==> config.mk <==
export PLATFORM = sky130hd
export DESIGN_NAME = uart_multi_channel
export DESIGN_NICKNAME = d
export VERILOG_FILES = /design/src/rtl/uart_multi_channel.sv
export SDC_FILE = /design/constraint.sdc
export NUM_CORES = 2
export LEC_CHECK = 0
export CORE_MARGIN = 2
export CORE_UTILIZATION = 31
export DETAILED_ROUTE_END_ITERATION = 8
export DONT_BUFFER_PORTS = 1
export PLACE_DENSITY_LB_ADDON = 0.12
export SYNTH_ARGS = -nofsm -noshare
export SYNTH_HDL_FRONTEND = slang
export SYNTH_SLANG_ARGS = --single-unit
==> constraint.sdc <==
create_clock -name clk -period 7.25 [get_ports clk]
set_input_delay 1.45 -clock clk [delete_from_list [all_inputs] [get_ports clk]]
set_output_delay 1.45 -clock clk [all_outputs]
set_load 0.02 [all_outputs]
==> src/rtl/uart_multi_channel.sv <==
// uart_multi_channel: multi-channel UART peripheral on the peripheral bus.
//
// Each channel has a TX FIFO, an RX FIFO, a programmable bit divider
// (bit period = divider+1 clocks), sticky error flags and a level interrupt.
// Register map per channel (channel = address[11:8], register = address[3:2]):
//   0 CONFIG  [15:0] divider (min 3), [16] enable, [17] rx irq en, [18] tx-empty irq en
//   1 STATUS  [7:0] rx count, [15:8] tx count, [16] rx ovf, [17] frame err, [18] tx ovf (W1C)
//   2 DATA    write pushes TX; read returns {valid, .., rx head} and pops on return
//
// Ports (top):
//   clk, rst                      clock, async active-low reset
//   peripheralBus_we/oe           write / read strobes
//   peripheralBus_busy            high on the first cycle of an accepted read
//   peripheralBus_address         24-bit byte address, [23:16] selects the block
//   peripheralBus_byteSelect      write byte lanes
//   peripheralBus_dataWrite/Read  write data / registered read data
//   requestOutput                 block is driving dataRead
//   uart_en, uart_rx, uart_tx     per-channel enable, serial in, serial out
//   irq                           per-channel level interrupt

// Simple synchronous FIFO. Push and pop in the same cycle on a full FIFO
// both succeed: the slot being written is the one being read out this cycle.
module uart_fifo #(
    parameter int WIDTH = 8,
    parameter int DEPTH = 8
) (
    input  logic                       clk,
    input  logic                       rst_n,
    input  logic                       push,
    input  logic [WIDTH-1:0]           din,
    input  logic                       pop,
    output logic [WIDTH-1:0]           dout,
    output logic [$clog2(DEPTH):0]     count,
    output logic                       full,
    output logic                       empty
);
    localparam int AW = $clog2(DEPTH);

    logic [WIDTH-1:0] mem [DEPTH];
    logic [AW-1:0]    wptr, rptr;
    logic             push_ok, pop_ok;

    assign full    = (count == (AW+1)'(DEPTH));
    assign empty   = (count == '0);
    assign pop_ok  = pop & ~empty;
    assign push_ok = push & (~full | pop);
    assign dout    = mem[rptr];

    always_ff @(posedge clk) begin
        if (push_ok) mem[wptr] <= din;
    end

    always_ff @(posedge clk or negedge rst_n) begin
        if (!rst_n) begin
            wptr  <= '0;
            rptr  <= '0;
            count <= '0;
        end else begin
            if (push_ok) wptr <= wptr + 1'b1;
            if (pop_ok)  rptr <= rptr + 1'b1;
            case ({push_ok, pop_ok})
                2'b10:   count <= count + 1'b1;
                2'b01:   count <= count - 1'b1;
                default: count <= count;
            endcase
        end
    end
endmodule

// One UART channel: registers, both FIFOs, TX and RX state machines.
module uart_channel #(
    parameter int          DATA_BITS       = 8,
    parameter int          FIFO_DEPTH      = 8,
    parameter logic [15:0] DEFAULT_DIVIDER = 16'd103
) (
    input  logic        clk,
    input  logic        rst_n,
    input  logic        wr_en,
    input  logic [1:0]  reg_sel,
    input  logic [3:0]  byte_sel,
    input  logic [31:0] wdata,
    input  logic        rx_pop,
    input  logic        rx_in,
    output logic        tx_out,
    output logic        en_out,
    output logic        irq_out,
    output logic [31:0] rdata
);
    localparam int CW = $clog2(FIFO_DEPTH) + 1;
    localparam int BW = $clog2(DATA_BITS);

    typedef enum logic [1:0] {S_IDLE, S_START, S_DATA, S_STOP} state_t;

    // configuration and flags
    logic [15:0] divider, div_m;
    logic        en, rxie, txie;
    logic        rx_ovf, ferr, tx_ovf;
    logic        cfg_wr, sts_wr, dat_wr;

    // FIFOs
    logic                 tx_push, tx_pop, tx_full, tx_empty;
    logic                 rx_push, rx_full, rx_empty;
    logic [DATA_BITS-1:0] tx_head, rx_head;
    logic [CW-1:0]        tx_cnt, rx_cnt;

    // TX machine
    state_t               tx_state, tx_state_n;
    logic [15:0]          tx_tmr, tx_tmr_n, tx_div, tx_div_n;
    logic [BW-1:0]        tx_bit, tx_bit_n;
    logic [DATA_BITS-1:0] tx_shift, tx_shift_n;
    logic                 tx_line, tx_bnd;

    // RX machine
    state_t               rx_state, rx_state_n;
    logic [15:0]          rx_tmr, rx_tmr_n, rx_div, rx_div_n;
    logic [BW-1:0]        rx_bit, rx_bit_n;
    logic [DATA_BITS-1:0] rx_shift, rx_shift_n;
    logic                 rx_s1, rx_s2, rx_prev, rx_bnd, rx_smp, ferr_set;
    logic [16:0]          rx_half;

    logic unused_wdata;
    assign unused_wdata = ^{wdata[31:19], byte_sel[3]};

    assign cfg_wr  = wr_en & (reg_sel == 2'd0);
    assign sts_wr  = wr_en & (reg_sel == 2'd1) & byte_sel[2];
    assign dat_wr  = wr_en & (reg_sel == 2'd2);
    assign tx_push = dat_wr & (byte_sel[0] | byte_sel[1]);

    // byte-merged divider, clamped so every bit has a usable mid-point
    always_comb begin
        div_m = divider;
        if (byte_sel[0]) div_m[7:0]  = wdata[7:0];
        if (byte_sel[1]) div_m[15:8] = wdata[15:8];
        if (div_m < 16'd3) div_m = 16'd3;
    end

    always_ff @(posedge clk or negedge rst_n) begin
        if (!rst_n) begin
            divider <= DEFAULT_DIVIDER;
            en      <= 1'b0;
            rxie    <= 1'b0;
            txie    <= 1'b0;
        end else if (cfg_wr) begin
            divider <= div_m;
            if (byte_sel[2]) begin
                en   <= wdata[16];
                rxie <= wdata[17];
                txie <= wdata[18];
            end
        end
    end

    // sticky flags: a new event in the clearing cycle wins
    always_ff @(posedge clk or negedge rst_n) begin
        if (!rst_n) begin
            rx_ovf <= 1'b0;
            ferr   <= 1'b0;
            tx_ovf <= 1'b0;
        end else begin
            rx_ovf <= (rx_ovf & ~(sts_wr & wdata[16])) | (rx_push & rx_full & ~rx_pop);
            ferr   <= (ferr   & ~(sts_wr & wdata[17])) | ferr_set;
            tx_ovf <= (tx_ovf & ~(sts_wr & wdata[18])) | (tx_push & tx_full & ~tx_pop);
        end
    end

    uart_fifo #(.WIDTH(DATA_BITS), .DEPTH(FIFO_DEPTH)) u_tx_fifo (
        .clk(clk), .rst_n(rst_n), .push(tx_push), .din(wdata[DATA_BITS-1:0]),
        .pop(tx_pop), .dout(tx_head), .count(tx_cnt), .full(tx_full), .empty(tx_empty)
    );

    uart_fifo #(.WIDTH(DATA_BITS), .DEPTH(FIFO_DEPTH)) u_rx_fifo (
        .clk(clk), .rst_n(rst_n), .push(rx_push), .din(rx_shift),
        .pop(rx_pop), .dout(rx_head), .count(rx_cnt), .full(rx_full), .empty(rx_empty)
    );

    // ---------------- TX ----------------
    // tx_div is reloaded at each bit boundary so divider writes land cleanly.
    assign tx_bnd = (tx_tmr == tx_div);

    always_comb begin
        tx_state_n = tx_state;
        tx_tmr_n   = tx_tmr + 16'd1;
        tx_div_n   = tx_div;
        tx_bit_n   = tx_bit;
        tx_shift_n = tx_shift;
        tx_pop     = 1'b0;
        if (!en) begin
            tx_state_n = S_IDLE;
            tx_tmr_n   = '0;
        end else begin
            case (tx_state)
                S_IDLE: begin
                    tx_tmr_n = '0;
                    if (!tx_empty) begin
                        tx_pop     = 1'b1;
                        tx_state_n = S_START;
                        tx_shift_n = tx_head;
                        tx_div_n   = divider;
                    end
                end
                S_START: if (tx_bnd) begin
                    tx_state_n = S_DATA;
                    tx_tmr_n   = '0;
                    tx_bit_n   = '0;
                    tx_div_n   = divider;
                end
                S_DATA: if (tx_bnd) begin
                    tx_tmr_n   = '0;
                    tx_div_n   = divider;
                    tx_shift_n = {1'b0, tx_shift[DATA_BITS-1:1]};
                    if (tx_bit == BW'(DATA_BITS-1)) tx_state_n = S_STOP;
                    else                            tx_bit_n   = tx_bit + 1'b1;
                end
                S_STOP: if (tx_bnd) begin
                    tx_tmr_n = '0;
                    tx_div_n = divider;
                    // chain straight into the next frame when data is waiting
                    if (!tx_empty) begin
                        tx_pop     = 1'b1;
                        tx_state_n = S_START;
                        tx_shift_n = tx_head;
                    end else begin
                        tx_state_n = S_IDLE;
                    end
                end
                default: tx_state_n = S_IDLE;
            endcase
        end
    end

    always_ff @(posedge clk or negedge rst_n) begin
        if (!rst_n) begin
            tx_state <= S_IDLE;
            tx_tmr   <= '0;
            tx_div   <= DEFAULT_DIVIDER;
            tx_bit   <= '0;
            tx_shift <= '0;
            tx_line  <= 1'b1;
        end else begin
            tx_state <= tx_state_n;
            tx_tmr   <= tx_tmr_n;
            tx_div   <= tx_div_n;
            tx_bit   <= tx_bit_n;
            tx_shift <= tx_shift_n;
            tx_line  <= (tx_state == S_START) ? 1'b0 :
                        (tx_state == S_DATA)  ? tx_shift[0] : 1'b1;
        end
    end

    assign tx_out = tx_line | ~en;

    // ---------------- RX ----------------
    always_ff @(posedge clk or negedge rst_n) begin
        if (!rst_n) begin
            rx_s1   <= 1'b1;
            rx_s2   <= 1'b1;
            rx_prev <= 1'b1;
        end else begin
            rx_s1   <= rx_in;
            rx_s2   <= rx_s1;
            rx_prev <= rx_s2;
        end
    end

    // The edge-detect cycle is bit position 0, so the timer enters START at 1.
    assign rx_half = (17'(rx_div) + 17'd1) >> 1;
    assign rx_smp  = (17'(rx_tmr) == rx_half);
    assign rx_bnd  = (rx_tmr == rx_div);

    always_comb begin
        rx_state_n = rx_state;
        rx_tmr_n   = rx_tmr + 16'd1;
        rx_div_n   = rx_div;
        rx_bit_n   = rx_bit;
        rx_shift_n = rx_shift;
        rx_push    = 1'b0;
        ferr_set   = 1'b0;
        if (!en) begin
            rx_state_n = S_IDLE;
            rx_tmr_n   = '0;
        end else begin
            case (rx_state)
                S_IDLE: begin
                    rx_tmr_n = '0;
                    if (rx_prev & ~rx_s2) begin
                        rx_state_n = S_START;
                        rx_tmr_n   = 16'd1;
                        rx_div_n   = divider;
                    end
                end
                S_START: begin
                    if (rx_smp && rx_s2) begin
                        rx_state_n = S_IDLE;   // glitch, not a start bit
                    end else if (rx_bnd) begin
                        rx_state_n = S_DATA;
                        rx_tmr_n   = '0;
                        rx_bit_n   = '0;
                        rx_div_n   = divider;
                    end
                end
                S_DATA: begin
                    if (rx_smp) rx_shift_n = {rx_s2, rx_shift[DATA_BITS-1:1]};
                    if (rx_bnd) begin
                        rx_tmr_n = '0;
                        rx_div_n = divider;
                        if (rx_bit == BW'(DATA_BITS-1)) rx_state_n = S_STOP;
                        else                            rx_bit_n   = rx_bit + 1'b1;
                    end
                end
                S_STOP: if (rx_smp) begin
                    // back to IDLE at the sample so the next start edge is seen
                    rx_state_n = S_IDLE;
                    rx_push    = rx_s2;
                    ferr_set   = ~rx_s2;
                end
                default: rx_state_n = S_IDLE;
            endcase
        end
    end

    always_ff @(posedge clk or negedge rst_n) begin
        if (!rst_n) begin
            rx_state <= S_IDLE;
            rx_tmr   <= '0;
            rx_div   <= DEFAULT_DIVIDER;
            rx_bit   <= '0;
            rx_shift <= '0;
        end else begin
            rx_state <= rx_state_n;
            rx_tmr   <= rx_tmr_n;
            rx_div   <= rx_div_n;
            rx_bit   <= rx_bit_n;
            rx_shift <= rx_shift_n;
        end
    end

    // ---------------- readback / irq ----------------
    always_comb begin
        rdata = '0;
        case (reg_sel)
            2'd0: rdata = {13'd0, txie, rxie, en, divider};
            2'd1: rdata = {13'd0, tx_ovf, ferr, rx_ovf, 8'(tx_cnt), 8'(rx_cnt)};
            2'd2: rdata = {~rx_empty, {(31-DATA_BITS){1'b0}}, rx_head};
            default: rdata = '0;
        endcase
    end

    assign en_out  = en;
    assign irq_out = (rxie & ~rx_empty) | (txie & tx_empty & (tx_state == S_IDLE))
                   | rx_ovf | ferr | tx_ovf;
endmodule

module uart_multi_channel #(
    parameter logic [7:0]  ID              = 8'h00,
    parameter int          CHANNELS        = 4,
    parameter int          DATA_BITS       = 8,
    parameter int          FIFO_DEPTH      = 8,
    parameter logic [15:0] DEFAULT_DIVIDER = 16'd103
) (
    input  logic                clk,
    input  logic                rst,
    input  logic                peripheralBus_we,
    input  logic                peripheralBus_oe,
    output logic                peripheralBus_busy,
    input  logic [23:0]         peripheralBus_address,
    input  logic [3:0]          peripheralBus_byteSelect,
    input  logic [31:0]         peripheralBus_dataWrite,
    output logic [31:0]         peripheralBus_dataRead,
    output logic                requestOutput,
    output logic [CHANNELS-1:0] uart_en,
    input  logic [CHANNELS-1:0] uart_rx,
    output logic [CHANNELS-1:0] uart_tx,
    output logic [CHANNELS-1:0] irq
);
    logic                       sel, wr, rd_start, rd_armed;
    logic                       req_q, rd_pop_q;
    logic [3:0]                 ch, rd_ch_q;
    logic [1:0]                 rsel;
    logic [31:0]                rd_mux, rd_data_q;
    logic [CHANNELS-1:0][31:0]  ch_rdata;

    logic unused_addr;
    assign unused_addr = ^{peripheralBus_address[15:12], peripheralBus_address[7:4],
                           peripheralBus_address[1:0]};

    assign sel  = (peripheralBus_address[23:16] == ID);
    assign ch   = peripheralBus_address[11:8];
    assign rsel = peripheralBus_address[3:2];
    assign wr   = sel & peripheralBus_we;

    // A read starts only from a fresh oe (rd_armed is set while oe is low);
    // a simultaneous write takes priority.
    assign rd_start = sel & peripheralBus_oe & ~peripheralBus_we & rd_armed & ~req_q;
    assign peripheralBus_busy     = rd_start;
    assign requestOutput          = req_q;
    assign peripheralBus_dataRead = req_q ? rd_data_q : '0;

    // channels at or above CHANNELS fall through to zero
    always_comb begin
        rd_mux = '0;
        for (int i = 0; i < CHANNELS; i++)
            if (ch == 4'(i)) rd_mux = ch_rdata[i];
    end

    always_ff @(posedge clk or negedge rst) begin
        if (!rst) begin
            rd_armed  <= 1'b0;
            req_q     <= 1'b0;
            rd_pop_q  <= 1'b0;
            rd_ch_q   <= '0;
            rd_data_q <= '0;
        end else begin
            req_q <= rd_start;
            if (rd_start)               rd_armed <= 1'b0;
            else if (!peripheralBus_oe) rd_armed <= 1'b1;
            if (rd_start) begin
                rd_data_q <= rd_mux;
                rd_ch_q   <= ch;
                rd_pop_q  <= (rsel == 2'd2) & rd_mux[31];
            end
        end
    end

    for (genvar gi = 0; gi < CHANNELS; gi++) begin : g_ch
        uart_channel #(
            .DATA_BITS(DATA_BITS), .FIFO_DEPTH(FIFO_DEPTH), .DEFAULT_DIVIDER(DEFAULT_DIVIDER)
        ) u_ch (
            .clk      (clk),
            .rst_n    (rst),
            .wr_en    (wr & (ch == 4'(gi))),
            .reg_sel  (rsel),
            .byte_sel (peripheralBus_byteSelect),
            .wdata    (peripheralBus_dataWrite),
            .rx_pop   (req_q & rd_pop_q & (rd_ch_q == 4'(gi))),
            .rx_in    (uart_rx[gi]),
            .tx_out   (uart_tx[gi]),
            .en_out   (uart_en[gi]),
            .irq_out  (irq[gi]),
            .rdata    (ch_rdata[gi])
        );
    end
endmodule

==> results_dict.tcl <==
set metrics [dict create \
    status "complete, no violations" \
    cts.hold.buffers_added 0 \
    synthCells 3926 \
    final.fill_count 15900 \
    syn_area_um2 50800 \
    finalCritPeriodShare_pct 70.8 \
    hold_viol 0 \
    startpoint_type "flip-flop" \
    core_area_um2 163000 \
    slew_headroom_pct 7.96 \
    tightest_slew_ns 1.37 \
    finalPower_mw 13.4 \
    cellLeakagePower_nw 21.7 \
    rsz0062_at_grt "no" \
    clkLatencyLatePin_ns 0.79 \
    critPathMaxFanout 8 \
    setup_viol 0 \
    wire_per_inst_um 22.1 \
    grt.total_usage_pct 16.5 \
    ys_async_sr_fraction_pct 52.7 \
    io_pins 114 \
    grt_overflow 0 \
    drc 0 \
    design_area_um2 57700 \
    clk_pin_slew_ns 0.06 \
    synthFlopType "edfxtp_1" \
    die_y_um 409 \
    synth-edff-count 512 \
    drt_iter0_markers 2217 \
    start_util_pct 31.2 \
    min_from "g_ch[0].u_ch.rx_s1$_DFF_PN1_" \
    peakVddDrop_v 0.000221 \
    portBuffers 0 \
    fin_hold_ws_ns 0.356 \
    fp.dieW_um 409 \
    critPathMaxStageDelay_ns 0.84 \
    dpl-instance-area_um2 53100 \
    via_per_inst 4.92 \
    pwr_density_cell_nw_per_um2 232 \
    antenna_found_initial 9 \
    worst-path-stages 10 \
    htree_num_levels 4 \
    tns_ns 0 \
    critPathCaptureType "flip-flop" \
    path_cells "ha_1 > xnor2_1 > a21oi_1 > nand3_1 > a2111oi_0 > nor4b_1 > nand2_1 > nor3_2 > or4b_1 > nor2_1" \
    finalCriticalPeriod_ns 5.14 \
    postCtsSetupRepairBufs 0 \
    die-area_um2 167000 \
    area.growth.synth_to_final_pct 13.6 \
    dp.cells 5957 \
    worstPathBufferInverterCount 0 \
    ys_seq_area_share_pct 58.6 \
    arrival_ns 5.53 \
    yosys.cell_types.count 89 \
    post-route-util_pct 35.5 \
    place_hpwl_mm 92.3 \
    vias 30600 \
    crit_path_top_delay_cell "nor4b_1" \
    final_antenna_net_count 0 \
    cts-root-buf "clkbuf_16" \
    gp_congestion 0.813 \
    yosys_warnings 0 \
    totalWireLength_mm 137 \
    num_rows 148 \
    num-nets-final 4099 \
    drv_cap 0 \
    grt_pass1_vias 31200 \
    drive_above_1_share_pct 17.1 \
    cts_tree "built" \
    final_cells 6209 \
    final_max_slew_viol_count 0 \
    grt_pass1_wl_mm 208 \
    finalWorstSetupSlack_ns 2.11 \
    cts_sinks 1083 \
    critPathKind "flip-flop to flip-flop" \
    dr.pass1.iters 7 \
    rr_worst_depth 10 \
    fmax_mhz 195 \
    cp-startpoint "g_ch[3].u_ch.rx_div[0]$_DFFE_PN1P_" \
    syn_avg_cell_area_um2 12.9 \
    grt_max_degree 572 \
    dpl_worst_slack_ns 1.84 \
    cts_repair_resize_count 0 \
    hp-class "flip-flop to flip-flop" \
    skew_ns 0.0356 \
    rr_startpoint "g_ch[3].u_ch.rx_div[0]$_DFFE_PN1P_" \
    cts_buffers 132 \
    clockBufferDepth 3 \
    whs_path_depth 0 \
    crit_family "simple AND/OR/NAND/NOR gates" \
    worstPathRequired_ns 7.65 \
    ys_ff_latch 1083 \
]
-- area by class of cell --
class                   instances  area [um2]  area share [%]
flip-flops and latches       1083       29800            51.6
multi-input cells            2534       19800            34.3
clock buffers                 171        3610            6.26
repair buffers                 58         495           0.859
diodes                          6        15.0          0.0260
inverters                     110         413           0.716
clock inverters                72         871            1.51
well taps                    2175        2720            4.72
-- report_power, final --
part | internal [mW] | total (mW) | leakage, nW | switching (mW)
Combinational | 0.0364 | 0.152 | 7.61 | 0.116
Clock | 4.05 | 6.80 | 2.19 | 2.75
Sequential | 6.43 | 6.44 | 11.9 | 0.00869
Total | 10.5 | 13.4 | 21.7 | 2.88
-- state kept, by name, summed over array words and instances, names as in the netlist, 20 cells and up --
signal / flops
g_ch.u_ch.divider: 64
g_ch.u_ch.rx_div: 64
g_ch.u_ch.rx_shift: 32
g_ch.u_ch.rx_tmr: 64
g_ch.u_ch.tx_div: 64
g_ch.u_ch.tx_shift: 32
g_ch.u_ch.tx_tmr: 64
g_ch.u_ch.u_rx_fifo.mem: 256
g_ch.u_ch.u_tx_fifo.mem: 256
rd_data_q: 20
-- synthesized netlist by cell type, types with 39 or more instances --
| cell type | count | area (um2) |
|---|---|---|
| mux2i_1 | 121 | 1210 |
| nor2_1 | 324 | 1220 |
| nor3_1 | 61 | 305 |
| dfstp_2 | 76 | 2000 |
| a21oi_1 | 102 | 510 |
| nor4_1 | 39 | 244 |
| mux2_1 | 42 | 473 |
| edfxtp_1 | 512 | 15400 |
| nand2_1 | 265 | 995 |
| clkbuf_1 | 150 | 563 |
| ha_1 | 108 | 1350 |
| dfrtp_1 | 495 | 12400 |
| mux2_2 | 192 | 2160 |
| xor2_1 | 178 | 1560 |
| and3_1 | 48 | 300 |
| nand2b_1 | 43 | 269 |
| inv_1 | 108 | 405 |
| mux4_2 | 128 | 2880 |
| o21ai_0 | 127 | 636 |
| nand4_1 | 55 | 344 |
| nand3_1 | 125 | 626 |
| xnor2_1 | 208 | 1820 |
-- kinds of logic (layout without fill, tap and decap cells) --
group,count (synthesis),after routing,share of synthesized area [%]
other cells,1,18,0.00739
flops,1083,1083,58.6
fa+ha+maj,112,112,2.82
mux,483,483,13.3
xor+xnor,386,386,6.66
buf+inv,320,411,2.58
compound gates,435,435,5.43
simple gates,1106,1106,10.6
-- layout by cell type (no fill, tap or decap), drive strengths merged, types with 34 or more instances in the layout --
| master | n |
|---|---|
| edfxtp | 512 |
| dfrtp | 495 |
| nor2 | 324 |
| nand2 | 265 |
| mux2 | 234 |
| xnor2 | 208 |
| xor2 | 178 |
| clkbuf | 171 |
| o21ai | 134 |
| mux4 | 128 |
| nand3 | 126 |
| mux2i | 121 |
| inv | 116 |
| ha | 108 |
| a21oi | 103 |
| dfstp | 76 |
| nor3 | 63 |
| buf | 58 |
| nand4 | 55 |
| clkinv | 50 |
| and3 | 48 |
| nand2b | 44 |
| nor4 | 41 |
| o22ai | 34 |
-- path summary, 6_finish.rpt --
path / to / slack, ns
max in group asynchronous: g_ch[2].u_ch.rx_shift[3]$_DFFE_PN0P_ / 4.02
max reg2reg: g_ch[3].u_ch.u_rx_fifo.mem[6][5]$_DFFE_PP_ / 2.11
min in group asynchronous: g_ch[1].u_ch.rx_tmr[6]$_DFF_PN0_ / 0.69
min: g_ch[0].u_ch.rx_s2$_DFF_PN1_ / 0.36
min reg2reg: g_ch[0].u_ch.rx_s2$_DFF_PN1_ / 0.36
max: g_ch[3].u_ch.u_rx_fifo.mem[6][5]$_DFFE_PP_ / 2.11
-- per-layer routing --
layer | track usage (%) | vias up | routed length, um
li1 | - | 14300 | -
met1 | 23.3 | 15600 | 64700
met2 | 25.3 | 543 | 61800
met3 | 4.06 | 147 | 8040
met4 | 4.09 | 0 | 2490
met5 | 0 | - | 0
Note: power is estimated with default switching activity, not from simulation.
